[src/rtl/rgb_to_hsv_if.sv]
// Pixel-in / HSV-out handshake bundle for the RGB-to-HSV converter.
// master: pixel producer and result consumer; slave: the converter.
interface rgb_to_hsv_if;
    logic       in_valid;
    logic       in_ready;
    logic [7:0] r;
    logic [7:0] g;
    logic [7:0] b;
    logic       out_valid;
    logic       out_ready;
    logic [7:0] h;
    logic [7:0] s;
    logic [7:0] v;

    modport master (
        output in_valid, r, g, b, out_ready,
        input  in_ready, out_valid, h, s, v
    );

    modport slave (
        input  in_valid, r, g, b, out_ready,
        output in_ready, out_valid, h, s, v
    );
endinterface

[src/rtl/rgb_to_hsv.sv]
// Iterative RGB-to-HSV converter, one shared 9-step restoring divider.
// Ports: clk, rst_n (async low), bus (slave: r/g/b in, h/s/v out).
module rgb_to_hsv (
    input  logic        clk,
    input  logic        rst_n,
    rgb_to_hsv_if.slave bus
);
    typedef enum logic [2:0] {
        IDLE, PREP, DIV_S, DIV_H, POST, OUT
    } state_t;

    state_t     state;
    logic [7:0] r_q, g_q, b_q;
    logic [7:0] mx, dlt, hnum;
    logic       neg;
    logic [2:0] dom;
    logic [8:0] rem;
    logic [7:0] den;
    logic [8:0] quo;
    logic [8:0] sq;
    logic [3:0] cnt;

    // PREP: max, min, dominant channel (ties r > g > b), hue sign and |diff|
    logic [7:0] p_max, p_min, p_abs;
    logic       p_neg;
    logic [2:0] p_dom;

    always_comb begin
        p_max = r_q;
        p_neg = 1'b0;
        p_abs = 8'd0;
        p_dom = 3'b001;
        if (r_q >= g_q && r_q >= b_q) begin
            p_dom = 3'b001;
            p_max = r_q;
            p_neg = g_q < b_q;
            p_abs = p_neg ? b_q - g_q : g_q - b_q;
        end else if (g_q >= b_q) begin
            p_dom = 3'b010;
            p_max = g_q;
            p_neg = b_q < r_q;
            p_abs = p_neg ? r_q - b_q : b_q - r_q;
        end else begin
            p_dom = 3'b100;
            p_max = b_q;
            p_neg = r_q < g_q;
            p_abs = p_neg ? g_q - r_q : r_q - g_q;
        end
        p_min = r_q;
        if (g_q < p_min) p_min = g_q;
        if (b_q < p_min) p_min = b_q;
    end

    // One restoring step. rem < 2*den always, so a successful subtract
    // leaves less than den and fits in 8 bits. den == 0 yields q = 0.
    logic       ge;
    logic [7:0] sub;
    logic [8:0] rem_nx;
    logic [8:0] quo_nx;

    always_comb begin
        ge     = (den != 8'd0) && (rem >= {1'b0, den});
        sub    = ge ? rem[7:0] - den : rem[7:0];
        rem_nx = {sub, 1'b0};
        quo_nx = {quo[7:0], ge};
    end

    // Linear hue from the hue quotient, then exact floor(lh/6) by
    // unrolled compare-subtract against 6<<i.
    logic [10:0] base;
    logic [10:0] lh;
    logic [10:0] rm;
    logic [7:0]  hq;

    always_comb begin
        unique case (1'b1)
            dom[0]:  base = neg ? 11'd1536 : 11'd0;
            dom[1]:  base = 11'd512;
            dom[2]:  base = 11'd1024;
            default: base = 11'd0;
        endcase
        lh = neg ? base - {2'b00, quo} : base + {2'b00, quo};
        if (lh == 11'd1536 || dlt == 8'd0) lh = 11'd0;
        rm = lh;
        hq = 8'd0;
        for (int i = 7; i >= 0; i--) begin
            if (rm >= (11'd6 << i)) begin
                rm    = rm - (11'd6 << i);
                hq[i] = 1'b1;
            end
        end
    end

    always_ff @(posedge clk or negedge rst_n) begin
        if (!rst_n) begin
            state         <= IDLE;
            bus.in_ready  <= 1'b1;
            bus.out_valid <= 1'b0;
            bus.h         <= 8'd0;
            bus.s         <= 8'd0;
            bus.v         <= 8'd0;
            r_q           <= 8'd0;
            g_q           <= 8'd0;
            b_q           <= 8'd0;
            mx            <= 8'd0;
            dlt           <= 8'd0;
            hnum          <= 8'd0;
            neg           <= 1'b0;
            dom           <= 3'd0;
            rem           <= 9'd0;
            den           <= 8'd0;
            quo           <= 9'd0;
            sq            <= 9'd0;
            cnt           <= 4'd0;
        end else begin
            unique case (state)
                IDLE: begin
                    if (bus.in_valid) begin
                        r_q          <= bus.r;
                        g_q          <= bus.g;
                        b_q          <= bus.b;
                        bus.in_ready <= 1'b0;
                        state        <= PREP;
                    end
                end
                PREP: begin
                    mx    <= p_max;
                    dlt   <= p_max - p_min;
                    hnum  <= p_abs;
                    neg   <= p_neg;
                    dom   <= p_dom;
                    rem   <= {1'b0, p_max - p_min};
                    den   <= p_max;
                    quo   <= 9'd0;
                    cnt   <= 4'd0;
                    state <= DIV_S;
                end
                DIV_S: begin
                    rem <= rem_nx;
                    quo <= quo_nx;
                    cnt <= cnt + 4'd1;
                    if (cnt == 4'd8) begin
                        // Saturation done; reload divider for hue.
                        sq    <= quo_nx;
                        rem   <= {1'b0, hnum};
                        den   <= dlt;
                        quo   <= 9'd0;
                        cnt   <= 4'd0;
                        state <= DIV_H;
                    end
                end
                DIV_H: begin
                    rem <= rem_nx;
                    quo <= quo_nx;
                    cnt <= cnt + 4'd1;
                    if (cnt == 4'd8) state <= POST;
                end
                POST: begin
                    bus.h         <= hq;
                    bus.s         <= sq[8] ? 8'd255 : sq[7:0];
                    bus.v         <= mx;
                    bus.out_valid <= 1'b1;
                    state         <= OUT;
                end
                OUT: begin
                    if (bus.out_ready) begin
                        bus.out_valid <= 1'b0;
                        bus.in_ready  <= 1'b1;
                        state         <= IDLE;
                    end
                end
                default: state <= IDLE;
            endcase
        end
    end
endmodule
[src/flat_wrapper.sv]
// flat-port wrapper written by rule: the top's interface ports become plain ports
module rgb_to_hsv_flat 
  (clk, rst_n, bus_in_valid, bus_r, bus_g, bus_b, bus_out_ready, bus_in_ready, bus_out_valid, bus_h, bus_s, bus_v);
  rgb_to_hsv_if bus_i ();
  input  logic clk;
  input  logic rst_n;
  input wire logic [$bits(bus_i.in_valid)-1:0] bus_in_valid;
  input wire logic [$bits(bus_i.r)-1:0] bus_r;
  input wire logic [$bits(bus_i.g)-1:0] bus_g;
  input wire logic [$bits(bus_i.b)-1:0] bus_b;
  input wire logic [$bits(bus_i.out_ready)-1:0] bus_out_ready;
  output wire logic [$bits(bus_i.in_ready)-1:0] bus_in_ready;
  output wire logic [$bits(bus_i.out_valid)-1:0] bus_out_valid;
  output wire logic [$bits(bus_i.h)-1:0] bus_h;
  output wire logic [$bits(bus_i.s)-1:0] bus_s;
  output wire logic [$bits(bus_i.v)-1:0] bus_v;
  assign bus_i.in_valid = bus_in_valid;
  assign bus_i.r = bus_r;
  assign bus_i.g = bus_g;
  assign bus_i.b = bus_b;
  assign bus_i.out_ready = bus_out_ready;
  assign bus_in_ready = bus_i.in_ready;
  assign bus_out_valid = bus_i.out_valid;
  assign bus_h = bus_i.h;
  assign bus_s = bus_i.s;
  assign bus_v = bus_i.v;
  rgb_to_hsv u_core (.clk(clk), .rst_n(rst_n), .bus(bus_i));
endmodule
[config.mk]
export PLATFORM = sky130hd
export DESIGN_NAME = rgb_to_hsv_flat
export DESIGN_NICKNAME = d
export VERILOG_FILES = /design/src/rtl/rgb_to_hsv_if.sv /design/src/rtl/rgb_to_hsv.sv /design/src/flat_wrapper.sv
export SDC_FILE = /design/constraint.sdc
export NUM_CORES = 1
export LEC_CHECK = 0
export BUFFER_PORTS_ARGS = -buffer_cell sky130_fd_sc_hd__buf_2
export CORE_MARGIN = 1.5
export CORE_UTILIZATION = 58
export CTS_BUF_LIST = sky130_fd_sc_hd__clkbuf_2 sky130_fd_sc_hd__clkbuf_4 sky130_fd_sc_hd__clkbuf_8
export CTS_CLUSTER_SIZE = 24
export DETAILED_ROUTE_END_ITERATION = 10
export PLACE_DENSITY = 0.89
export REMOVE_ABC_BUFFERS = 1
export SYNTH_ARGS = -nofsm -noshare
export SYNTH_HDL_FRONTEND = slang
export SYNTH_SLANG_ARGS = --single-unit
[constraint.sdc]
create_clock -name clk -period 10.5 [get_ports clk]
set_clock_uncertainty 0.2 [all_clocks]
set_input_delay 2.1 -clock clk [delete_from_list [all_inputs] [get_ports clk]]
set_output_delay 2.1 -clock clk [all_outputs]
set_load 0.05 [all_outputs]
# Word level (Yosys, flattened, before mapping)
# Cells that the tools add are included.
totals:
  ff_bits: 120
  output_inout_bits: 26
classes:
  add_sub_neg: 18
  magnitude_cmp: 17
  eq_ne: 11
  mux: 52
  n_reduce_logical: 16
op_table:
  columns: ["cell", "count"]
  rows:
  - ["two-way mux 11 bit", 10]
  - ["two-way mux 8 bit", 12]
  - ["subtractor 8 bit", 8]
  - ["one-hot mux 9 bit (3 select lines)", 2]
  - ["< comparator 8 bit", 5]
  - ["one-hot mux 11 bit (3 select lines)", 1]
  - [">= comparator 8 bit", 3]
  - ["two-way mux 3 bit", 6]
  - ["two-way mux 9 bit", 2]
  - ["one-hot mux 3 bit (6 select lines)", 1]
  - ["one-hot mux 8 bit (2 select lines)", 1]
  - ["two-way mux 1 bit", 13]
  - ["one-hot mux 4 bit (3 select lines)", 1]
  - ["adder 11 x 9 -> 11 bit", 1]
  - ["equality test 11 bit, second input constant", 1]
  - [">= comparator 11 x 10 -> 1 bit, second input constant", 1]
  - [">= comparator 11 x 3 -> 1 bit, second input constant", 1]
  - [">= comparator 11 x 4 -> 1 bit, second input constant", 1]
  - [">= comparator 11 x 5 -> 1 bit, second input constant", 1]
  - [">= comparator 11 x 6 -> 1 bit, second input constant", 1]
  - [">= comparator 11 x 7 -> 1 bit, second input constant", 1]
  - [">= comparator 11 x 8 -> 1 bit, second input constant", 1]
  - [">= comparator 11 x 9 -> 1 bit, second input constant", 1]
  - ["subtractor 11 x 10 -> 11 bit, second input constant", 1]
  - ["27 further kinds", 38]

# Longest topological paths before layout
# Gate-level depths: netlist (run 1).
depth:
  word_depth: 23
  mapped_depth: 47
  depth_no_buf: 41

# Worst setup path before layout (run 1)
# Ideal clock, no wire load.
synth_path:
  kind: "reg2reg"
  start: "register u_core.quo[0]"
  end: "register u_core.bus.h[0]"
  setup_ps: 136
  arrival_ps: 10223
  required_ps: 10164
  slack_ps: -58
  path_stages_with_launch: 46
  synth_period_minus_slack_ps: 10558
  path_cell_list: "dfrtp_1 > clkbuf_1 > inv_1 > ha_1 > clkbuf_1 > nor3b_1 > o211ai_1 > or4_1 > a21oi_2 > mux2_1 > a211o_1 > o21ai_1 > clkbuf_1 > nor2_1 > ha_1 > a31oi_1 > a2111oi_4 > nor3_2 > [10 not listed] > ha_1 > o21ai_0 > a31oi_1 > nor4_4 > and2_1 > buf_6 > xor2_1 > inv_1 > ha_1 > clkbuf_1 > nor3_1 > a22o_1 > nor3b_2 > xnor2_1 > ha_1 > o311ai_0 > o2111a_1 > a41oi_2"
synth_via:
  elab_chain_len: 21
  elab_cells_between_ends: 29
synth_lines:
  columns: ["item", "line_no", "text"]
  rows:
  - ["from (decl)", "rgb_to_hsv.sv:19", "logic [8:0] quo;"]
  - ["from (signal assigned)", "rgb_to_hsv.sv:140", "quo <= quo_nx;"]
  - ["from (signal assigned)", "rgb_to_hsv.sv:154", "quo <= quo_nx;"]
  - ["adder 11 x 9 -> 11 bit or subtractor 11 x 9 -> 11 bit (tied branches)", "rgb_to_hsv.sv:82", "lh = neg ? base - {2'b00, quo} : base + {2'b00, quo};"]
  - ["two-way mux 11 bit *", "rgb_to_hsv.sv:82", null]
  - ["equality test 11 bit", "rgb_to_hsv.sv:83", "if (lh == 11'd1536 || dlt == 8'd0) lh = 11'd0;"]
  - ["logical OR 1 bit", "rgb_to_hsv.sv:83", null]
  - ["two-way mux 11 bit *", "rgb_to_hsv.sv:83", null]
  - ["subtractor 11 x 10 -> 11 bit or >= comparator 11 x 10 -> 1 bit (tied branches)", "rgb_to_hsv.sv:88, rgb_to_hsv.sv:87", null]
  - ["two-way mux 11 bit *", "rgb_to_hsv.sv:87", "if (rm >= (11'd6 << i)) begin"]
  - ["subtractor 11 x 9 -> 11 bit or >= comparator 11 x 9 -> 1 bit (tied branches)", "rgb_to_hsv.sv:88, rgb_to_hsv.sv:87", null]
  - ["[5 not listed]", null, null]
  - ["subtractor 11 x 6 -> 11 bit or >= comparator 11 x 6 -> 1 bit (tied branches)", "rgb_to_hsv.sv:88, rgb_to_hsv.sv:87", null]
  - ["two-way mux 11 bit *", "rgb_to_hsv.sv:87", null]
  - ["subtractor 11 x 5 -> 11 bit or >= comparator 11 x 5 -> 1 bit (tied branches)", "rgb_to_hsv.sv:88, rgb_to_hsv.sv:87", null]
  - ["two-way mux 11 bit *", "rgb_to_hsv.sv:87", null]
  - ["subtractor 11 x 4 -> 11 bit or >= comparator 11 x 4 -> 1 bit (tied branches)", "rgb_to_hsv.sv:88, rgb_to_hsv.sv:87", null]
  - ["two-way mux 11 bit *", "rgb_to_hsv.sv:87", null]
  - [">= comparator 11 x 3 -> 1 bit *", "rgb_to_hsv.sv:87", null]
  - ["two-way mux 1 bit *", "rgb_to_hsv.sv:87", null]
  - ["to (signal assigned)", "rgb_to_hsv.sv:159", "bus.h <= hq;"]
  - ["to (decl)", "rgb_to_hsv_if.sv:22", "output in_ready, out_valid, h, s, v"]
# Mark *: on every way between the ends. The rest lies on a longest branch, timed or not.
# A chain may end at the register's enable or synchronous reset.

# Worst setup path in the final report (run 1)
layout_path:
  start: "register u_core.quo[1]"
  end: "register u_core.bus.h[0]"
# The elaborated chain is that of the path after synthesis.

==> results of run 1 <==
-- final cells by class --
cell class / instances / area (µm²) / area share
clock inverter: 9 / 113 / 0.00995
sequential: 120 / 3000 / 0.265
tap: 225 / 282 / 0.0249
clock buffer: 23 / 310 / 0.0274
timing repair buffer: 73 / 418 / 0.0369
multi-input combinational: 1010 / 6980 / 0.617
inverter: 57 / 214 / 0.0189
-- Yosys cell counts, drive strengths merged (7+ instances only) --
library cell | number | share of area
a211oi | 14 | 0.012
a21o | 22 | 0.016
a21oi | 64 | 0.032
a221o | 10 | 0.0097
a221oi | 8 | 0.0074
a22o | 7 | 0.0059
a31oi | 11 | 0.0081
and2 | 8 | 0.0048
buf | 14 | 0.0068
clkbuf | 43 | 0.016
dfrtp | 119 | 0.29
fa | 8 | 0.015
ha | 81 | 0.098
inv | 56 | 0.020
mux2 | 16 | 0.018
mux2i | 51 | 0.050
nand2 | 218 | 0.079
nand2b | 12 | 0.0073
nand3 | 21 | 0.010
nand4 | 11 | 0.0067
nor2 | 73 | 0.027
nor2b | 25 | 0.015
nor3 | 20 | 0.013
nor4 | 12 | 0.0087
o211ai | 12 | 0.0097
o21a | 8 | 0.0059
o21ai | 131 | 0.064
o22ai | 7 | 0.0042
o31ai | 7 | 0.0051
or2 | 8 | 0.0048
or3 | 9 | 0.0059
xnor2 | 33 | 0.029
xor2 | 27 | 0.023
-- path summary, 6_finish.rpt --
check | slack [ns] | from | endpoint
worst max-delay path | 0.46 | u_core.quo[1] | u_core.bus.h[0]
min in group asynchronous | 1.55 | rst_n | u_core.b_q[2]
worst min-delay path | 0.26 | u_core.bus.s[0] | u_core.bus.s[0]
worst min register to register | 0.26 | u_core.bus.s[0] | u_core.bus.s[0]
worst max register to register | 0.46 | u_core.quo[1] | u_core.bus.h[0]
max in group asynchronous | 7.34 | rst_n | u_core.bus.v[6]
-- routing by layer --
layer  vias to the layer above  track usage
li1                       4519            -
met1                      4420        0.349
met2                       342        0.495
met3                        92       0.0478
met4                         0        0.144
met5                         -            0
-- worst register-to-register path, delay by kind of cell, from the launching register on --
kind | cells | cell delay (ns)
simple gates | 10 | 2.70
compound gates | 15 | 3.40
xor+xnor | 4 | 0.75
fa+ha+maj | 7 | 1.80
mux | 1 | 0.38
flops | 1 | 0.47
buf+inv | 2 | 0.25
-- flip-flops by register name, indices dropped and copies added (netlist names), 8 cells and up --
register and flops:
u_core.quo 9, u_core.rem 9, u_core.sq 9, u_core.b_q 8, u_core.bus.h 8, u_core.bus.s 8, u_core.bus.v 8, u_core.den 8
u_core.dlt 8, u_core.g_q 8, u_core.hnum 8, u_core.mx 8, u_core.r_q 8
-- kinds of logic (layout without fill, tap and decap cells) --
family                   after synthesis  in the layout  share of synthesized area
adder cells (fa/ha/maj)               89             89                      0.114
AND/OR/NAND/NOR                      442            442                      0.202
AO/OA/AOI/OAI                        352            352                      0.231
buffers and inverters                114            162                     0.0431
XOR/XNOR                              60             60                     0.0523
multiplexers                          67             67                     0.0675
flip-flops                           120            120                      0.291
-- through the flow --
step | instances | TNS, ns | instance area (µm²) | hold WS, ns
6_report | 1517 | 0 | 11300 | 0.262
5_1_grt | 1517 | -0.0468 | 11300 | 0.297
4_1_cts | 1515 | 0 | 11200 | 0.268
3_5_place_dp | 1481 | -0.586 | 10800 | 0.252
3_3_place_gp | 1481 | 0 | 10800 | 0.247
2_1_floorplan | 1187 | 0 | 10100 | 0.239
-- timing repair --
item | in CTS | in global routing
hold buffers | 0 | 0
resized for setup | 3 | 11
setup endpoints to repair | 2 | 2
cloned | 0 | 0
pin swaps | 1 | 2
setup buffers | 2 | 2
==> impl_metrics.env, run 1 <==
export IMPL_antennaDiodeCount=0
export IMPL_hold_viol_final=0
export IMPL_layout_drive_gt1_share=0.139
export IMPL_max_freq_mhz=99.6
export IMPL_wl_met2_mm=12.6
export IMPL_portBuffers=53
export IMPL_ys_seq_area_frac=0.291
export IMPL_path_max_fanout=10
export IMPL_report_final_slew_viol_count=0
export IMPL_grt_max_degree=70
export IMPL_worst_slack_ns=0.455
export IMPL_vias=9373
export IMPL_final_common_cell="nand2_1"
export IMPL_synthCells=1244
export IMPL_numCtsBuffers=17
export IMPL_grt_pass1_wl_mm=43.1
export IMPL_hpwl_mm=19.1
export IMPL_die_x_um=137
export IMPL_clockBufferDepth=2
export IMPL_ys_ff_latch=120
export IMPL_path_class="reg2reg"
export IMPL_antenna_found_initial=0
export IMPL_overflow=0
export IMPL_row_count=48
export IMPL_route_met3_wl_mm=1.38
export IMPL_drv_cap=0
export IMPL_postRouteWirelength_mm=26.0
export IMPL_critPathSlowestCell="or4_4"
export IMPL_post_route_drc_count=0
export IMPL_status="finished clean"
export IMPL_critPathCaptureType="register"
export IMPL_slew_headroom=0.233
export IMPL_vias_per_cell=6.18
export IMPL_preCtsSetupSlack_ns=-0.438
export IMPL_dieArea_mm2=0.0186
export IMPL_synthesis_area_mm2=0.0103
export IMPL_period_needed_ns=10.04
export IMPL_met1_length_mm=11.0
export IMPL_drt_wirelength_per_cell_um=17.1
export IMPL_ant_nets=0
export IMPL_final_util=0.652
export IMPL_critPathArrivalTime_ns=10.18
export IMPL_start_kind="register"
export IMPL_worst_slew_pin_slew_ns=1.15
export IMPL_worstSkewPairLatency_ns=0.47
export IMPL_crit_cells=39
export IMPL_final_cell_mix="nand2_1, o21ai_0, dfrtp_1, ha_1, nor2_1"
export IMPL_clk_pin_slew_worst_paths_ns=0.07
export IMPL_synth_main_ff_cell="dfrtp_1"
export IMPL_finalSetupViolCount=0
export IMPL_fin_crit_sh=0.957
export IMPL_worst_path_buf_inv=2
export IMPL_place_gp_congestion=0.907
export IMPL_ios=54
export IMPL_nFillCells=1367
export IMPL_dr_pass1_iters=6
export IMPL_ys_warnings_count=0
export IMPL_reg2reg_depth=39
export IMPL_core_area_mm2=0.0174
export IMPL_nNetsFinal=1396
export IMPL_fp_dieH_um=137
export IMPL_grt_pass1_vias=9200
export IMPL_crit_family="compound AO/OA/AOI/OAI gates"
export IMPL_drtIter0Drc=780
export IMPL_ys_types=93
export IMPL_worst_path_largest_cell_delay_ns=0.61
export IMPL_synthToLayoutAreaGrowth_pct=9.47
export IMPL_start_util=0.596
export IMPL_async_reset_ff_frac=1.00
export IMPL_clock_root_buffer="clkbuf_8"
export IMPL_path_common_cell="ha_1"
export IMPL_syn_mean_instance_area_um2=8.31
export IMPL_cts_max_level=4
export IMPL_cts_tree="built"
export IMPL_grt_use_total=0.288
export IMPL_highest_layer="met4"
export IMPL_synth_edf_count=0
export IMPL_worstPathRequired_ns=10.64
export IMPL_hp_class="reg2reg"
export IMPL_whs_path_depth=2
export IMPL_cts_num_sinks=120
Power of run 1 is not shown: default switching activity piles up to over one toggle a cycle in this logic, so the estimate is an artifact.
==> run 2, diff against run 1 <==
--- a/config.mk
+++ b/config.mk
@@ -11,6 +11,7 @@
 export CTS_BUF_LIST = sky130_fd_sc_hd__clkbuf_2 sky130_fd_sc_hd__clkbuf_4 sky130_fd_sc_hd__clkbuf_8
 export CTS_CLUSTER_SIZE = 24
 export DETAILED_ROUTE_END_ITERATION = 10
+export GPL_TIMING_DRIVEN = 0
 export PLACE_DENSITY = 0.89
 export REMOVE_ABC_BUFFERS = 1
 export SYNTH_ARGS = -nofsm -noshare
==> run 2 against run 1 <==
- count of clock-buffer cells in the layout shrank 5
- critical path depth shrank 4
- register-to-register slack lost 0.13 ns
- cell count shrank 0.59%
- via count grew 1.1%
- sequential cell count is the same
- hold slack gained 0.0017 ns
- first-iteration DRC count shrank 7.9%
- critical path type unchanged
==> impl_metrics.env, run 2 (synthesis gave the netlist of run 1 again) <==
export IMPL_worst_path_largest_cell_delay_ns=0.58
export IMPL_clockBufferDepth=2
export IMPL_vias_per_cell=6.29
export IMPL_cts_hold_buf=0
export IMPL_report_final_slew_viol_count=0
export IMPL_hp_class="reg2reg"
export IMPL_start_kind="register"
export IMPL_route_met3_wl_mm=1.44
export IMPL_finalSetupViolCount=0
export IMPL_drt_wirelength_per_cell_um=17.4
export IMPL_status="finished clean"
export IMPL_grt_pass1_wl_mm=43.4
export IMPL_post_route_drc_count=0
export IMPL_cts_max_level=4
export IMPL_nFillCells=1357
export IMPL_highest_layer="met4"
export IMPL_clk_pin_slew_worst_paths_ns=0.08
export IMPL_dr_pass1_iters=8
export IMPL_die_x_um=137
export IMPL_slew_headroom=0.223
export IMPL_ios=54
export IMPL_synthToLayoutAreaGrowth_pct=9.85
export IMPL_final_util=0.654
export IMPL_dieArea_mm2=0.0186
export IMPL_critPathSlowestCell="or4_1"
export IMPL_hpwl_mm=18.9
export IMPL_grt_use_total=0.291
export IMPL_antenna_found_initial=0
export IMPL_hold_viol_final=0
export IMPL_worstSkewPairLatency_ns=0.46
export IMPL_grt_pass1_vias=9172
export IMPL_place_gp_congestion=0.910
export IMPL_layout_drive_gt1_share=0.141
export IMPL_overflow=0
export IMPL_multiInputGateArea_mm2=0.00707
export IMPL_core_area_mm2=0.0174
export IMPL_drv_cap=0
export IMPL_final_common_cell="nand2_1"
export IMPL_critPathCaptureType="register"
export IMPL_vias=9478
export IMPL_regArea_mm2=0.00301
export IMPL_met1_length_mm=10.9
export IMPL_start_util=0.596
export IMPL_path_class="reg2reg"
export IMPL_final_cell_mix="nand2_1, o21ai_0, dfrtp_1, ha_1, nor2_1"
export IMPL_cts_tree="built"
export IMPL_fin_crit_sh=0.969
export IMPL_worstPathRequired_ns=10.63
export IMPL_wl_met2_mm=12.9
export IMPL_portBuffers=53
export IMPL_numCtsBuffers=17
export IMPL_reg_top3="u_core.quo (9), u_core.rem (9), u_core.sq (9)"
export IMPL_grt_max_degree=100
export IMPL_nNetsFinal=1387
export IMPL_antennaDiodeCount=0
export IMPL_row_count=48
export IMPL_clock_root_buffer="clkbuf_8"
export IMPL_ant_nets=0
export IMPL_fp_dieH_um=137
export IMPL_critPathArrivalTime_ns=10.31
export IMPL_drtIter0Drc=718
export IMPL_postRouteWirelength_mm=26.2
export IMPL_totalNegativeSetupSlack_ns=0
export IMPL_max_freq_mhz=98.2
export IMPL_period_needed_ns=10.18
export IMPL_cts_num_sinks=120
export IMPL_path_max_fanout=14
export IMPL_worst_slew_pin_slew_ns=1.17
-- run 2: critical path, delay by kind of cell, from the launching register on --
kind,cells,cell delay [ns]
AO/OA/AOI/OAI,15,4.07
AND/OR/NAND/NOR,11,3.03
adder cells (fa/ha/maj),4,0.97
flip-flops,1,0.54
XOR/XNOR,2,0.46
multiplexers,1,0.40
buffers and inverters,2,0.33
-- run 2: repair_timing --
item | in CTS | in global routing
setup buffers | 3 | 3
pin swaps | 2 | 2
gates resized for setup | 18 | 13
setup endpoints to repair | 3 | 2
-- run 2: through the flow --
step | cells | setup WS [ns] | hold WS [ns] | instance area [µm²]
floorplan | 1187 | 0.0677 | 0.239 | 10100
global placement | 1465 | -1.69 | 0.248 | 10700
detailed placement | 1470 | -1.84 | 0.252 | 10800
CTS | 1505 | 0.0279 | 0.270 | 11300
global route | 1508 | -0.0870 | 0.293 | 11400
finish | 1508 | 0.321 | 0.264 | 11400
-- run 2: layout make-up --
cell class / instances / area share
multi-input combinational: 1010 / 0.622
sequential: 120 / 0.265
timing repair buffer: 64 / 0.0346
tap: 225 / 0.0248
clock buffer: 18 / 0.0218
inverter: 57 / 0.0188
clock inverter: 14 / 0.0130
-- run 2: path summary, 6_finish.rpt --
path                                  from               to  slack [ns]  cells past startpoint
setup reg to reg             u_core.quo[2]  u_core.bus.h[0]        0.32                     35
setup / recovery             u_core.quo[2]  u_core.bus.h[0]        0.32                     35
hold / removal             u_core.bus.s[5]  u_core.bus.s[5]        0.26                      2
min in group asynchronous            rst_n    u_core.r_q[0]        1.28                      1
hold reg to reg            u_core.bus.s[5]  u_core.bus.s[5]        0.26                      2
max in group asynchronous            rst_n  u_core.bus.v[6]        8.06                      2
-- run 2: metal layers --
metal	GRT usage	up-vias
met5	0	-
met4	0.141	0
met1	0.362	4514
met3	0.0456	79
met2	0.492	372
li1	-	4513
Power of run 2 is left out for the same reason.
